[config.mk]
export PLATFORM = sky130hd
export DESIGN_NAME = dbus_arbiter_flat
export DESIGN_NICKNAME = d
export VERILOG_FILES = /design/src/rtl/dbus_arbiter_if.sv /design/src/rtl/dbus_arbiter.sv /design/src/flat_wrapper.sv
export SDC_FILE = /design/constraint.sdc
export NUM_CORES = 1
export LEC_CHECK = 0
export CAP_MARGIN = 20
export CORE_MARGIN = 2
export CORE_UTILIZATION = 25
export CTS_CLUSTER_DIAMETER = 120
export DETAILED_ROUTE_END_ITERATION = 10
export GPL_TIMING_DRIVEN = 0
export PLACE_DENSITY = 0.56
export SETUP_SLACK_MARGIN = 0.05
export SKIP_CTS_REPAIR_TIMING = 1
export SYNTH_ARGS = -nofsm -noshare
export SYNTH_HDL_FRONTEND = slang
export SYNTH_SLANG_ARGS = --single-unit
export TNS_END_PERCENT = 100
[constraint.sdc]
create_clock -name clk -period 4.52 [get_ports clk]
set_input_delay 0.678 -clock clk [delete_from_list [all_inputs] [get_ports clk]]
set_output_delay 0.678 -clock clk [all_outputs]
set_load 0.01 [all_outputs]
[src/rtl/dbus_arbiter_if.sv]
// Shared data-bus bundle between the two requesting masters, the arbiter
// and the bus decoders. The master modport is the environment side (the
// requesters plus the bus device); the slave modport is the arbiter.
interface dbus_arbiter_if;
   logic        m0_req;
   logic        m1_req;
   logic        m0_we;
   logic        m1_we;
   logic [31:0] m0_addr;
   logic [31:0] m1_addr;
   logic [31:0] m0_wdata;
   logic [31:0] m1_wdata;
   logic [1:0]  m0_mode;
   logic [1:0]  m1_mode;
   logic        m0_ack;
   logic        m1_ack;
   logic        m0_err;
   logic        m1_err;
   logic [31:0] m0_rdata;
   logic [31:0] m1_rdata;

   logic        bus_r_en;
   logic        bus_w_en;
   logic [31:0] bus_r_addr;
   logic [31:0] bus_w_addr;
   logic [1:0]  bus_r_mode;
   logic [1:0]  bus_w_mode;
   logic [31:0] bus_w_data;
   logic [31:0] bus_r_data;
   logic [1:0]  bus_state;

   modport master (
      output m0_req, m1_req, m0_we, m1_we, m0_addr, m1_addr,
             m0_wdata, m1_wdata, m0_mode, m1_mode,
             bus_r_data, bus_state,
      input  m0_ack, m1_ack, m0_err, m1_err, m0_rdata, m1_rdata,
             bus_r_en, bus_w_en, bus_r_addr, bus_w_addr,
             bus_r_mode, bus_w_mode, bus_w_data
   );

   modport slave (
      input  m0_req, m1_req, m0_we, m1_we, m0_addr, m1_addr,
             m0_wdata, m1_wdata, m0_mode, m1_mode,
             bus_r_data, bus_state,
      output m0_ack, m1_ack, m0_err, m1_err, m0_rdata, m1_rdata,
             bus_r_en, bus_w_en, bus_r_addr, bus_w_addr,
             bus_r_mode, bus_w_mode, bus_w_data
   );
endinterface

[src/rtl/dbus_arbiter.sv]
// Two-master round-robin arbiter and transaction sequencer for the shared
// data bus. One transaction outstanding at a time, guarded by a timeout.
//
// state    | meaning
// ---------+-------------------------------------------------------------
// ST_IDLE  | no transaction; pick a requester, latch its request
// ST_ISSUE | one-cycle read or write strobe is on the bus
// ST_WAIT  | waiting for bus_state == done, timeout counting down
// ST_RESP  | one-cycle ack (+rdata/err) to the granted master
module dbus_arbiter #(
   parameter int TIMEOUT = 255
) (
   input logic           clk,
   input logic           rst,
   dbus_arbiter_if.slave dbus
);

   typedef enum logic [1:0] {
      ST_IDLE  = 2'd0,
      ST_ISSUE = 2'd1,
      ST_WAIT  = 2'd2,
      ST_RESP  = 2'd3
   } state_t;

   localparam logic [1:0] BUS_DONE = 2'b10;
   localparam logic [7:0] TMO_LOAD = 8'(TIMEOUT);

   state_t      state_q, state_d;
   logic        last_q, last_d;
   logic        gnt_q, gnt_d;
   logic        we_q, we_d;
   logic [7:0]  cnt_q, cnt_d;

   // The bus channel registers double as the latched address/mode/data of
   // the granted transaction: they only change at grant and hold otherwise.
   logic        r_en_q, r_en_d;
   logic        w_en_q, w_en_d;
   logic [31:0] r_addr_q, r_addr_d;
   logic [31:0] w_addr_q, w_addr_d;
   logic [1:0]  r_mode_q, r_mode_d;
   logic [1:0]  w_mode_q, w_mode_d;
   logic [31:0] w_data_q, w_data_d;

   logic        m0_ack_q, m0_ack_d;
   logic        m1_ack_q, m1_ack_d;
   logic        m0_err_q, m0_err_d;
   logic        m1_err_q, m1_err_d;
   logic [31:0] m0_rdata_q, m0_rdata_d;
   logic [31:0] m1_rdata_q, m1_rdata_d;

   logic        sel;
   logic        sel_valid;
   logic        sel_we;
   logic [31:0] sel_addr;
   logic [31:0] sel_wdata;
   logic [1:0]  sel_mode;
   logic        resp_fire;
   logic        resp_err;
   logic [31:0] resp_rdata;

   // Request selection: lone requester wins, contention goes to the master
   // that was not granted last.
   always_comb begin
      sel_valid = dbus.m0_req | dbus.m1_req;
      if (dbus.m0_req && dbus.m1_req) begin
         sel = ~last_q;
      end else begin
         sel = dbus.m1_req;
      end
      sel_we    = sel ? dbus.m1_we    : dbus.m0_we;
      sel_addr  = sel ? dbus.m1_addr  : dbus.m0_addr;
      sel_wdata = sel ? dbus.m1_wdata : dbus.m0_wdata;
      sel_mode  = sel ? dbus.m1_mode  : dbus.m0_mode;
   end

   // Next-state and next-output logic; every output is registered, so the
   // strobe/ack values are computed one cycle ahead of the state they belong to.
   always_comb begin
      state_d    = state_q;
      last_d     = last_q;
      gnt_d      = gnt_q;
      we_d       = we_q;
      cnt_d      = cnt_q;
      r_en_d     = 1'b0;
      w_en_d     = 1'b0;
      r_addr_d   = r_addr_q;
      w_addr_d   = w_addr_q;
      r_mode_d   = r_mode_q;
      w_mode_d   = w_mode_q;
      w_data_d   = w_data_q;
      resp_fire  = 1'b0;
      resp_err   = 1'b0;
      resp_rdata = 32'h0;

      case (state_q)
         ST_IDLE: begin
            if (sel_valid) begin
               state_d = ST_ISSUE;
               last_d  = sel;
               gnt_d   = sel;
               we_d    = sel_we;
               if (sel_we) begin
                  w_en_d   = 1'b1;
                  w_addr_d = sel_addr;
                  w_mode_d = sel_mode;
                  w_data_d = sel_wdata;
               end else begin
                  r_en_d   = 1'b1;
                  r_addr_d = sel_addr;
                  r_mode_d = sel_mode;
               end
            end
         end

         ST_ISSUE: begin
            cnt_d   = TMO_LOAD;
            state_d = ST_WAIT;
         end

         ST_WAIT: begin
            // Done wins over timeout when both land in the same cycle.
            if (dbus.bus_state == BUS_DONE) begin
               state_d    = ST_RESP;
               resp_fire  = 1'b1;
               resp_rdata = we_q ? 32'h0 : dbus.bus_r_data;
            end else if (cnt_q == 8'd0) begin
               state_d   = ST_RESP;
               resp_fire = 1'b1;
               resp_err  = 1'b1;
            end else begin
               cnt_d = cnt_q - 8'd1;
            end
         end

         ST_RESP: begin
            state_d = ST_IDLE;
         end

         default: begin
            state_d = ST_IDLE;
         end
      endcase

      m0_ack_d   = resp_fire & ~gnt_q;
      m1_ack_d   = resp_fire &  gnt_q;
      m0_err_d   = resp_err  & ~gnt_q;
      m1_err_d   = resp_err  &  gnt_q;
      m0_rdata_d = gnt_q ? 32'h0 : resp_rdata;
      m1_rdata_d = gnt_q ? resp_rdata : 32'h0;
   end

   // State and output registers; last starts at 1 so master 0 wins the
   // first contention after reset.
   always_ff @(posedge clk) begin
      if (rst) begin
         state_q    <= ST_IDLE;
         last_q     <= 1'b1;
         gnt_q      <= 1'b0;
         we_q       <= 1'b0;
         cnt_q      <= 8'd0;
         r_en_q     <= 1'b0;
         w_en_q     <= 1'b0;
         r_addr_q   <= 32'h0;
         w_addr_q   <= 32'h0;
         r_mode_q   <= 2'b00;
         w_mode_q   <= 2'b00;
         w_data_q   <= 32'h0;
         m0_ack_q   <= 1'b0;
         m1_ack_q   <= 1'b0;
         m0_err_q   <= 1'b0;
         m1_err_q   <= 1'b0;
         m0_rdata_q <= 32'h0;
         m1_rdata_q <= 32'h0;
      end else begin
         state_q    <= state_d;
         last_q     <= last_d;
         gnt_q      <= gnt_d;
         we_q       <= we_d;
         cnt_q      <= cnt_d;
         r_en_q     <= r_en_d;
         w_en_q     <= w_en_d;
         r_addr_q   <= r_addr_d;
         w_addr_q   <= w_addr_d;
         r_mode_q   <= r_mode_d;
         w_mode_q   <= w_mode_d;
         w_data_q   <= w_data_d;
         m0_ack_q   <= m0_ack_d;
         m1_ack_q   <= m1_ack_d;
         m0_err_q   <= m0_err_d;
         m1_err_q   <= m1_err_d;
         m0_rdata_q <= m0_rdata_d;
         m1_rdata_q <= m1_rdata_d;
      end
   end

   // Drive the interface from the output registers.
   always_comb begin
      dbus.bus_r_en   = r_en_q;
      dbus.bus_w_en   = w_en_q;
      dbus.bus_r_addr = r_addr_q;
      dbus.bus_w_addr = w_addr_q;
      dbus.bus_r_mode = r_mode_q;
      dbus.bus_w_mode = w_mode_q;
      dbus.bus_w_data = w_data_q;
      dbus.m0_ack     = m0_ack_q;
      dbus.m1_ack     = m1_ack_q;
      dbus.m0_err     = m0_err_q;
      dbus.m1_err     = m1_err_q;
      dbus.m0_rdata   = m0_rdata_q;
      dbus.m1_rdata   = m1_rdata_q;
   end

endmodule

[src/flat_wrapper.sv]
// flat-port wrapper written by rule: the top's interface ports become plain ports
module dbus_arbiter_flat 
#(
   parameter int TIMEOUT = 255
)
  (clk, rst, dbus_m0_req, dbus_m1_req, dbus_m0_we, dbus_m1_we, dbus_m0_addr, dbus_m1_addr, dbus_m0_wdata, dbus_m1_wdata, dbus_m0_mode, dbus_m1_mode, dbus_bus_r_data, dbus_bus_state, dbus_m0_ack, dbus_m1_ack, dbus_m0_err, dbus_m1_err, dbus_m0_rdata, dbus_m1_rdata, dbus_bus_r_en, dbus_bus_w_en, dbus_bus_r_addr, dbus_bus_w_addr, dbus_bus_r_mode, dbus_bus_w_mode, dbus_bus_w_data);
  dbus_arbiter_if dbus_i ();
  input logic clk;
  input logic rst;
  input wire logic [$bits(dbus_i.m0_req)-1:0] dbus_m0_req;
  input wire logic [$bits(dbus_i.m1_req)-1:0] dbus_m1_req;
  input wire logic [$bits(dbus_i.m0_we)-1:0] dbus_m0_we;
  input wire logic [$bits(dbus_i.m1_we)-1:0] dbus_m1_we;
  input wire logic [$bits(dbus_i.m0_addr)-1:0] dbus_m0_addr;
  input wire logic [$bits(dbus_i.m1_addr)-1:0] dbus_m1_addr;
  input wire logic [$bits(dbus_i.m0_wdata)-1:0] dbus_m0_wdata;
  input wire logic [$bits(dbus_i.m1_wdata)-1:0] dbus_m1_wdata;
  input wire logic [$bits(dbus_i.m0_mode)-1:0] dbus_m0_mode;
  input wire logic [$bits(dbus_i.m1_mode)-1:0] dbus_m1_mode;
  input wire logic [$bits(dbus_i.bus_r_data)-1:0] dbus_bus_r_data;
  input wire logic [$bits(dbus_i.bus_state)-1:0] dbus_bus_state;
  output wire logic [$bits(dbus_i.m0_ack)-1:0] dbus_m0_ack;
  output wire logic [$bits(dbus_i.m1_ack)-1:0] dbus_m1_ack;
  output wire logic [$bits(dbus_i.m0_err)-1:0] dbus_m0_err;
  output wire logic [$bits(dbus_i.m1_err)-1:0] dbus_m1_err;
  output wire logic [$bits(dbus_i.m0_rdata)-1:0] dbus_m0_rdata;
  output wire logic [$bits(dbus_i.m1_rdata)-1:0] dbus_m1_rdata;
  output wire logic [$bits(dbus_i.bus_r_en)-1:0] dbus_bus_r_en;
  output wire logic [$bits(dbus_i.bus_w_en)-1:0] dbus_bus_w_en;
  output wire logic [$bits(dbus_i.bus_r_addr)-1:0] dbus_bus_r_addr;
  output wire logic [$bits(dbus_i.bus_w_addr)-1:0] dbus_bus_w_addr;
  output wire logic [$bits(dbus_i.bus_r_mode)-1:0] dbus_bus_r_mode;
  output wire logic [$bits(dbus_i.bus_w_mode)-1:0] dbus_bus_w_mode;
  output wire logic [$bits(dbus_i.bus_w_data)-1:0] dbus_bus_w_data;
  assign dbus_i.m0_req = dbus_m0_req;
  assign dbus_i.m1_req = dbus_m1_req;
  assign dbus_i.m0_we = dbus_m0_we;
  assign dbus_i.m1_we = dbus_m1_we;
  assign dbus_i.m0_addr = dbus_m0_addr;
  assign dbus_i.m1_addr = dbus_m1_addr;
  assign dbus_i.m0_wdata = dbus_m0_wdata;
  assign dbus_i.m1_wdata = dbus_m1_wdata;
  assign dbus_i.m0_mode = dbus_m0_mode;
  assign dbus_i.m1_mode = dbus_m1_mode;
  assign dbus_i.bus_r_data = dbus_bus_r_data;
  assign dbus_i.bus_state = dbus_bus_state;
  assign dbus_m0_ack = dbus_i.m0_ack;
  assign dbus_m1_ack = dbus_i.m1_ack;
  assign dbus_m0_err = dbus_i.m0_err;
  assign dbus_m1_err = dbus_i.m1_err;
  assign dbus_m0_rdata = dbus_i.m0_rdata;
  assign dbus_m1_rdata = dbus_i.m1_rdata;
  assign dbus_bus_r_en = dbus_i.bus_r_en;
  assign dbus_bus_w_en = dbus_i.bus_w_en;
  assign dbus_bus_r_addr = dbus_i.bus_r_addr;
  assign dbus_bus_w_addr = dbus_i.bus_w_addr;
  assign dbus_bus_r_mode = dbus_i.bus_r_mode;
  assign dbus_bus_w_mode = dbus_i.bus_w_mode;
  assign dbus_bus_w_data = dbus_i.bus_w_data;
  dbus_arbiter #(.TIMEOUT(TIMEOUT)) u_core (.clk(clk), .rst(rst), .dbus(dbus_i));
endmodule
Word-level counts from Yosys, hierarchy flattened

Cells that the tools add are included.
W data, S select, Z words.

Register bits: 183
Bits of input ports: 172

Reductions and logical operators: 12
Equality and inequality tests: 8
Bitwise gates (word level): 10
Add/subtract/negate cells: 1
Muxes and demuxes: 22

Operators by type and width:

| kind                  | count |
|---|---|
| $mux W32              | 5 |
| $mux W8               | 2 |
| $pmux W8 S2           | 1 |
| $mux W1               | 9 |
| $reduce_and A3 Y1     | 3 |
| $logic_not A8 Y1      | 1 |
| $mux W2               | 4 |
| $pmux W2 S4           | 1 |
| $sub A8 B1 Y8 const B | 1 |
| $eq A2 B2 Y1 const B  | 3 |
| $not A1 Y1            | 5 |
| $and A1 B1 Y1         | 4 |
| $ne A2 B2 Y1 const B  | 2 |
| $reduce_and A2 Y1     | 2 |
| $reduce_or A2 Y1      | 2 |
| $ne A3 B1 Y1 const B  | 1 |
| $reduce_or A3 Y1      | 1 |
| $eq A2 B1 Y1 const B  | 1 |
| $logic_not A2 Y1      | 1 |
| $ne A2 B1 Y1 const B  | 1 |
| $reduce_bool A2 Y1    | 1 |
| $logic_and A1 B1 Y1   | 1 |
| $or A1 B1 Y1          | 1 |

Logic depth before layout (Yosys ltp)

Depth in word-level cells: 5
Depth in mapped cells: 9
Depth with buffers taken out: 6

Worst setup path after synthesis

Ideal clock, no wire load.

Kind: input to register
Start: in dbus_m1_req
End: reg u_core.r_addr_q[0], in the netlist u_core.dbus.bus_r_addr[0]
Setup time: 0.086 ns
Cell stages on the path: 5
Path slack: 2.539 ns
Arrival time: 1.896 ns
Data required time: 4.434 ns
Path buffers: 1
Path through: nor2b_1 -> o32ai_1 -> clkbuf_1 -> nor2_1 -> a211oi_1

Cells in the longest elaborated chain, start to end: 5
Elaborated cells on any way between the ends: 7

Ends and longest elaborated chain:

| element                            | RTL line            | source |
|---|---|---|
| start, declared                    | flat_wrapper.sv:11  | `input wire logic [$bits(dbus_i.m1_req)-1:0] dbus_m1_req;` |
| $logic_and A1 B1 Y1                | dbus_arbiter.sv:65  | `if (dbus.m0_req && dbus.m1_req) begin` |
| $mux W1                            | dbus_arbiter.sv:65  |  |
| $mux W1                            | dbus_arbiter.sv:70  | `sel_we = sel ? dbus.m1_we : dbus.m0_we;` |
| $not A1 Y1 (no source line)        | --                  |  |
| $reduce_and A3 Y1 (no source line) | --                  |  |
| end signal, assigned               | dbus_arbiter.sv:182 | `r_addr_q <= r_addr_d;` |
| end, declared                      | dbus_arbiter.sv:38  | `logic [31:0] r_addr_q, r_addr_d;` |

Several ways; a longest one is shown, not always the timed one.
A chain may end at the register's enable or synchronous reset.

Worst setup path in the final report

Start: in dbus_m0_req
End: reg u_core.w_data_q[14], in the netlist u_core.dbus.bus_w_data[14]

Cells in the longest elaborated chain, start to end: 4
Elaborated cells on any way between the ends: 6

Ends and longest elaborated chain:

| element                            | RTL line            | source |
|---|---|---|
| start, declared                    | flat_wrapper.sv:10  | `input wire logic [$bits(dbus_i.m0_req)-1:0] dbus_m0_req;` |
| $logic_and A1 B1 Y1                | dbus_arbiter.sv:65  |  |
| $mux W1                            | dbus_arbiter.sv:65  |  |
| $mux W1                            | dbus_arbiter.sv:70  |  |
| $reduce_and A3 Y1 (no source line) | --                  |  |
| end signal, assigned               | dbus_arbiter.sv:186 | `w_data_q <= w_data_d;` |
| end, declared                      | dbus_arbiter.sv:42  | `logic [31:0] w_data_q, w_data_d;` |

Several ways; a longest one is shown, not always the timed one.

==> results_dict.tcl <==
set metrics [dict create \
    status "complete, no violations" \
    grt_pass1_vias 5998 \
    worst_slack_ns 1.83 \
    synth_edf_count 0 \
    fin_tns_setup_ns 0 \
    tritoncts "built" \
    leakagePower_nw 4.13 \
    ys_ff_latch 183 \
    yosysTopAreaCell "dfxtp_1" \
    final_antenna_net_count 0 \
    setup-violations-final 0 \
    hold_viol_final 0 \
    skew_ns 0.0126 \
    io_buffers 340 \
    cts.sinks 183 \
    worstHoldEndpoint "u_core.cnt_q[0]$_SDFFE_PP0P_" \
    dpl.cell_count 1355 \
    drtPass1Iterations 4 \
    root_buffer "clkbuf_16" \
    slew-limit-headroom_pct 41.0 \
    numCtsBuffers 17 \
    cp-end-kind "flop" \
    drc 0 \
    syn_nets 857 \
    arrival_ns 2.97 \
    num_io_pins 342 \
    place_worst_setup_slack_ns 1.26 \
    crit-reg2reg-launch "u_core.state_q[0]$_SDFFE_PP0P_" \
    reg2reg_to "u_core.dbus.bus_w_data[14]$_SDFFE_PP0P_" \
    start_kind "input pin" \
    fin_crit_ns 2.69 \
    fin_util_pct 42.4 \
    worst_pin_slew_ns 0.882 \
    overflow 0 \
    min_path_type "reg2reg" \
    core_area_um2 26000 \
    fin_nets 1216 \
    detail_route.iter0.violations 311 \
    worstHoldStart "u_core.cnt_q[0]$_SDFFE_PP0P_" \
    layout.cells.non_filler 1387 \
    die_w_um 167 \
    finalMaxSlewViolations 0 \
    vias_per_cell 4.49 \
    synth.cell_area_um2 6610 \
    grt.total_usage_pct 16.9 \
    fmax_ghz 0.372 \
    powerDensity_nw_per_um2 491 \
    insertedDiodeCount 0 \
    wl_per_cell_um 17.4 \
    insertion_delay_ns 0.43 \
    max-cap-violations 0 \
    nFillCells 2616 \
    die-area_um2 27700 \
    power_mw 5.41 \
    avgSynthCellArea_um2 9.71 \
    initial_core_util_pct 25.4 \
    crit_type "in2reg" \
    routed_wl_um 24100 \
    grt_setup_unrepaired "false" \
    period_share_pct 59.5 \
    clkTransAtPathRegs_ns 0.08 \
    grt_max_degree 20 \
    hold_path_depth 1 \
    synth_cells 680 \
    area.growth.synth_to_final_pct 66.7 \
    worst-endpoint-required_ns 4.80 \
    rrSetupSlack_ns 1.94 \
    num_rows 59 \
    cts_max_path_buffers 2 \
    netlist.area_leader.share_pct 55.5 \
    cts_max_level 4 \
    final-seq-area_um2 3660 \
    crit_fanout 10 \
    rr_worst_depth 8 \
    grt_antenna_before_repair 1 \
    grt_pass1_wl_um 36400 \
    ys_types 46 \
    drive_above_1_share_pct 4.85 \
    vias 6226 \
    ir_drop_mv 0.208 \
    synth_ff_type "dfxtp_1" \
    hpwl_um 18200 \
    ys_warn_count 0 \
    multi_input_comb_area_um2 2710 \
    fp.dieH_um 167 \
    synthTopCellsByArea "dfxtp_1 (55%), a211oi_1 (7.8%), nor2_1 (6.1%)" \
    yosysSeqAreaShare_pct 55.5 \
    synthArstFlopShare_pct 0 \
    routabilityCongestion 0.777 \
]
## cell usage in the layout, fill, tap and decap left out, types with 2 or more instances in the layout
cell type	Yosys	final
nand2_1	68	68
buf_2	8	8
buf_1	6	6
nand2b_1	8	8
mux2i_1	35	35
a311oi_1	32	32
inv_1	6	6
clkbuf_1	39	40
clkbuf_16	0	17
nor3_1	4	4
clkinv_4	0	3
clkinv_8	0	3
o31ai_1	2	2
nor2b_1	4	4
a211oi_1	69	69
and2_1	64	64
or4_2	3	3
nand3b_1	2	2
nor2_1	107	107
inv_8	0	4
a31oi_1	4	4
or4_1	2	2
o21ai_0	2	2
a21oi_1	3	3
clkdlybuf4s50_1	0	340
dfxtp_1	183	183
inv_6	0	4
ha_1	5	5
## cell usage after synthesis (2+ instances only)
cell type  number
nand2_1        68
nand3b_1        2
nor3_1          4
a311oi_1       32
nand2b_1        8
a31oi_1         4
and2_1         64
dfxtp_1       183
buf_2           8
ha_1            5
clkbuf_1       39
buf_1           6
a21oi_1         3
nor2b_1         4
or4_1           2
or4_2           3
inv_1           6
o21ai_0         2
nor2_1        107
a211oi_1       69
mux2i_1        35
o31ai_1         2
## area by class of cell
class	count	area share, %
flip-flops and latches	183	33.3
plain buffers	53	1.90
inverters	6	0.205
repair buffers	340	30.9
well taps	335	3.81
clock buffers	18	3.90
multi-input cells	438	24.6
clock inverters	14	1.41
## power by group
group          switching (mW)  internal [mW]
sequential              0.170           1.90
clock                   0.762          0.745
combinational           0.932          0.899
## cell families (layout without fill, tap and decap cells)
logic type      count (synthesis)  count (layout)  share of synthesized area, %
compound gates                126             126                          15.2
xor+xnor                        1               1                         0.133
fa+ha+maj                       5               5                         0.947
buf+inv                        59             431                          3.50
flops                         183             183                          55.5
mux                            35              35                          5.30
simple gates                  271             271                          19.4
## stage by stage
stage          cell area, µm²  hold slack, ns
6_report                11000           0.450
3_5_place_dp            10400           0.439
2_1_floorplan            6610           0.417
4_1_cts                 11000           0.450
5_1_grt                 11000           0.474
3_3_place_gp            10400           0.443
## sequential cells by signal (all words and copies together), names as in the netlist, 2 cells and up
register	count
u_core.dbus.bus_r_addr	32
u_core.dbus.bus_w_addr	32
u_core.dbus.bus_w_data	32
u_core.dbus.m0_rdata	32
u_core.dbus.m1_rdata	32
u_core.cnt_q	8
u_core.dbus.bus_r_mode	2
u_core.dbus.bus_w_mode	2
u_core.state_q	2
## how the worst max path moves through the flow
| stage | start | end | slack (ns) | cells after the start |
|---|---|---|---|---|
| 2_1_floorplan | dbus_m1_req | u_core.dbus.bus_r_addr[0]$_SDFFE_PP0P_ | 2.54 | 5 |
| 4_1_cts | dbus_m0_req | u_core.dbus.bus_w_data[24]$_SDFFE_PP0P_ | 1.73 | 6 |
| 5_1_grt | dbus_m0_req | u_core.dbus.bus_w_data[9]$_SDFFE_PP0P_ | 1.57 | 6 |
| 3_3_place_gp | dbus_m0_req | u_core.dbus.bus_w_data[17]$_SDFFE_PP0P_ | 1.30 | 6 |
| 3_5_place_dp | dbus_m0_req | u_core.dbus.bus_w_data[24]$_SDFFE_PP0P_ | 1.26 | 6 |
| 6_report | dbus_m0_req | u_core.dbus.bus_w_data[14]$_SDFFE_PP0P_ | 1.83 | 6 |
## metal layers
layer  part of all wire (%)  GRT usage, %
met5                      0             0
met3                    9.1          6.94
met1                     42          20.4
met4                    1.5          4.24
met2                     47          28.1
## worst max-delay path, stage by stage
cell and delay [ns]:
clkdlybuf4s50_1 0.55, inv_1 0.09, o32ai_2 0.63, buf_2 0.40
buf_1 0.44, a311oi_1 0.17
Note: power is estimated with default switching activity, not from simulation.
